===== config.mk =====
export PLATFORM = sky130hd
export DESIGN_NAME = fifo_stream_buffer
export DESIGN_NICKNAME = d
export VERILOG_FILES = /design/src/rtl/fifo_stream_buffer.sv
export SDC_FILE = /design/constraint.sdc
export NUM_CORES = 1
export LEC_CHECK = 0
export CORE_ASPECT_RATIO = 0.9
export CORE_MARGIN = 8
export CORE_UTILIZATION = 55
export DETAILED_ROUTE_END_ITERATION = 10
export DONT_BUFFER_PORTS = 1
export GPL_TIMING_DRIVEN = 0
export PLACE_DENSITY = 0.71
export SKIP_CTS_REPAIR_TIMING = 1
export SLEW_MARGIN = 0
export SYNTH_ARGS = -nofsm -noshare
export SYNTH_HDL_FRONTEND = slang
export SYNTH_SLANG_ARGS = --single-unit

===== constraint.sdc =====
create_clock -name clk -period 2.6 [get_ports clk]
set_input_delay 0.52 -clock clk [delete_from_list [all_inputs] [get_ports clk]]
set_output_delay 0.52 -clock clk [all_outputs]
set_load 0.02 [all_outputs]

===== src/rtl/fifo_stream_buffer.sv =====
// First-word-fall-through stream FIFO with valid/ready ports on both sides.
// Optional occupancy outputs (level, almost_full) are enabled by defining FIFO_LEVEL_EN.
module fifo_stream_buffer #(
  parameter int num_bits          = 16,
  parameter int depth             = 16,
  parameter int almost_full_level = 12
) (
  input  logic                    clk,
  input  logic                    reset_n,
  input  logic [num_bits-1:0]     in_data,
  input  logic                    in_enable,
  output logic                    in_ready,
  output logic [num_bits-1:0]     out_data,
  output logic                    out_enable,
  input  logic                    out_ready
`ifdef FIFO_LEVEL_EN
  ,
  output logic [$clog2(depth):0]  level,
  output logic                    almost_full
`endif
);

  localparam int AW = $clog2(depth);

  if ((depth < 2) || ((depth & (depth - 1)) != 0) || (almost_full_level > depth)) begin : g_bad_params
    $error("fifo_stream_buffer: depth must be a power of two >= 2 and almost_full_level <= depth");
  end

  logic [num_bits-1:0] mem_q [depth];
  logic [AW:0]         wr_ptr_q;
  logic [AW:0]         wr_ptr_d;
  logic [AW:0]         rd_ptr_q;
  logic [AW:0]         rd_ptr_d;
  logic                full_s;
  logic                empty_s;
  logic                push_s;
  logic                pop_s;

  // Status flags, transfer qualifiers and pointer next-state; flags depend on registered pointers only.
  always_comb begin
    empty_s  = (wr_ptr_q == rd_ptr_q);
    full_s   = (wr_ptr_q[AW-1:0] == rd_ptr_q[AW-1:0]) && (wr_ptr_q[AW] != rd_ptr_q[AW]);
    push_s   = in_enable && !full_s;
    pop_s    = out_ready && !empty_s;
    wr_ptr_d = wr_ptr_q;
    rd_ptr_d = rd_ptr_q;
    if (push_s) begin
      wr_ptr_d = wr_ptr_q + {{AW{1'b0}}, 1'b1};
    end else begin
      wr_ptr_d = wr_ptr_q;
    end
    if (pop_s) begin
      rd_ptr_d = rd_ptr_q + {{AW{1'b0}}, 1'b1};
    end else begin
      rd_ptr_d = rd_ptr_q;
    end
  end

  // Pointer registers; the wrap bit falls out of the natural AW+1-bit rollover.
  always_ff @(posedge clk or negedge reset_n) begin
    if (!reset_n) begin
      wr_ptr_q <= '0;
      rd_ptr_q <= '0;
    end else begin
      wr_ptr_q <= wr_ptr_d;
      rd_ptr_q <= rd_ptr_d;
    end
  end

  // Storage array, deliberately left unreset.
  always_ff @(posedge clk) begin
    if (push_s) begin
      mem_q[wr_ptr_q[AW-1:0]] <= in_data;
    end
  end

  // Output port drive; the head word is forced to zero while empty.
  always_comb begin
    in_ready   = !full_s;
    out_enable = !empty_s;
    if (empty_s) begin
      out_data = {num_bits{1'b0}};
    end else begin
      out_data = mem_q[rd_ptr_q[AW-1:0]];
    end
  end

`ifdef FIFO_LEVEL_EN
  // Occupancy from the modulo pointer difference.
  always_comb begin
    level       = wr_ptr_q - rd_ptr_q;
    almost_full = (level >= (AW+1)'(almost_full_level));
  end
`endif

endmodule


==> flow_metrics.tcl <==
set metrics [dict create \
    seq_area_frac_synth_pct 76.9 \
    area_growth_pct 16.8 \
    first_iter_violations 533 \
    path_clk_slew_ps 60 \
    clock_skew_ps 11.8 \
    required_ps 2080 \
    p_clk_share_pct 25.4 \
    grt_pass1_wl_um 32000 \
    antenna_cells 0 \
    layout_min_cycle_time_ps 2800 \
    combPwrFrac_pct 36.7 \
    r2r-end "mem_q[0][15]$_DFFE_PP_" \
    rows 47 \
    fmax_ghz 0.357 \
    power_switching_mw 4.63 \
    first_pass_iters 4 \
    overflow 0 \
    finalHoldViolCount 0 \
    antenna_found_initial 0 \
    ctsHtreeMaxLevel 1 \
    cts_sinks 266 \
    die_w_um 160 \
    die_y_um 146 \
    synth_area_um2 10300 \
    io_pins 38 \
    mostFrequentLayoutCells "256 x edfxtp_1, 64 x mux4_2, 32 x clkbuf_16" \
    grt_pass1_vias 5188 \
    core-area_um2 18400 \
    insertion_delay_ps 530 \
    hp-class "in -> reg" \
    ant_nets 0 \
    grtUsageTotal_pct 18.4 \
    worstPathArrival_ps 2280 \
    r2r_cells 6 \
    status "complete, but fails checks" \
    syn_nets 492 \
    leakagePower_nw 3.85 \
    drc 0 \
    cp-start-kind "flop" \
    wirelength_um 22700 \
    ys_ff_latch 266 \
    clock_path_buffers 3 \
    vias 5018 \
    hp-start "in_data[11]" \
    root_buffer "clkbuf_16" \
    crit_end "out_data[14]" \
    reg2reg_slack_ps 180 \
    portBuffers 0 \
    synth.distinct_cells 31 \
    p_per_area_nw_per_um2 1180 \
    layout_commonest_cell "edfxtp_1" \
    grt_max_degree 17 \
    p_total_mw 14.2 \
    syn_avg_cell_area_um2 22.1 \
    slew_headroom_pct 42.5 \
    internal_power_mw 9.59 \
    setup_viol 16 \
    die_area_um2 23400 \
    post_drt_wl_per_cell_um 29.4 \
    violations "setup timing" \
    numCtsBuffers 26 \
    r2r-start "rd_ptr_q[2]$_DFFE_PN0P_" \
    drive_above_1_share_pct 38.8 \
    p_sw_share_pct 32.6 \
    initial_core_util_pct 56.1 \
    peakVddDrop_mv 0.819 \
    worst_pin_slew_ps 862 \
    gp_congestion 0.759 \
    slew_viol_final 0 \
    vias_per_cell 6.49 \
    endpoint_kind "primary output" \
    pwr-share-seq_pct 37.9 \
    startpoint "rd_ptr_q[0]$_DFFE_PN0P_" \
    netlist_instances 467 \
    crit_type "reg -> out" \
    final_util_pct 65.5 \
    crit_path_max_fanout 5 \
    dpl.hpwl_um 12800 \
    final_nets 535 \
    rsz0062_at_grt "yes" \
    fin_ws_ps -204 \
    final.setup.tns_ps -2330 \
    cts_tree "built" \
    max-cap-violations 0 \
    ys.warnings.count 0 \
    period_share_pct 108 \
]
-- stage by stage --
stage	instance area, µm²	hold WS [ps]	cells	setup slack [ps]
6_report	12100	81.9	773	-204
2_1_floorplan	10300	224	467	100
3_3_place_gp	10600	225	712	-1230
3_5_place_dp	10700	225	715	-271
4_1_cts	11500	-334	761	-831
5_1_grt	12100	68.3	773	-261
-- sequential cells by signal, indices dropped and copies added, names as in the netlist --
signal	count
rd_ptr_q	5
wr_ptr_q	5
mem_q	256
-- Yosys cell counts (all sizes together) --
cell type    n  area (µm²)
nand2        1        3.75
o2111ai      2        17.5
nor2         3        13.8
and3        14        87.6
mux2         2        22.5
o21ai        1        5.00
xor2         2        17.5
and4         1        8.76
buf         18         126
clkbuf       9        36.3
a21oi       17        85.1
a22oi       32         240
and2         2        12.5
edfxtp     256        7690
inv          4        15.0
o211ai       3        22.5
xnor2       12         105
ha           5        62.6
a21boi       1        11.3
nor3         1        5.00
nor2b        5        31.3
dfrtp       10         250
nand4        2        18.8
mux4        64        1440
-- cells by family after synthesis --
logic type / Yosys count / synth area share, %
and+or+nand+nor: 29 / 1.76
muxes: 66 / 14.2
xor gates and xnor gates: 14 / 1.19
DFF: 266 / 76.9
AOI/OAI and AO/OA: 56 / 3.70
adders and majority gates: 5 / 0.606
buffers and inverters: 31 / 1.72
-- power by group through the flow --
stage | logic, mW | clock network (mW) | registers, mW
finish | 5.22 | 3.61 | 5.39
global route | 5.51 | 3.78 | 5.43
CTS | 4.16 | 3.63 | 5.38
detailed placement | 4.14 | 0 | 5.47
global placement | 4.02 | 0 | 5.43
floorplan | 3.09 | 0 | 5.40
-- area by class of cell --
cell class                      count  area [µm²]
Clock inverter                     17         134
Inverter                            4        15.0
Sequential cell                   266        7940
Clock buffer                       29         683
Timing Repair Buffer               15         234
Multi-Input combinational cell    170        2460
Tap cell                          245         307
Buffer                             27         289
Fill cell                        1193        6350
-- how the worst min path moves through the flow --
stage / cells after the start / end / slack, ps
2_1_floorplan: 0 / rd_ptr_q[0]$_DFFE_PN0P_ / 220
3_3_place_gp: 0 / wr_ptr_q[0]$_DFFE_PN0P_ / 220
3_5_place_dp: 0 / wr_ptr_q[0]$_DFFE_PN0P_ / 220
4_1_cts: 0 / rd_ptr_q[1]$_DFFE_PN0P_ / -330
5_1_grt: 0 / mem_q[15][1]$_DFFE_PP_ / 70
6_report: 0 / mem_q[3][11]$_DFFE_PP_ / 80
-- routing by layer --
| metal | part of all wire, % | GRT usage (%) | wire (µm) |
|---|---|---|---|
| met1 | 41 | 24.4 | 9240 |
| met3 | 6.7 | 3.93 | 1520 |
| met4 | 2.2 | 5.37 | 500 |
| met2 | 50 | 30.4 | 11400 |
| met5 | 0 | 0 | 0 |
-- critical path, stage by stage (launching register included) --
cell and delay, ps:
dfrtp_1 370, buf_6 160, buf_12 150, clkbuf_16 160
mux4_2 490, a22oi_1 260, a21oi_2 170
No activity file was read; power rests on OpenSTA's default activity.
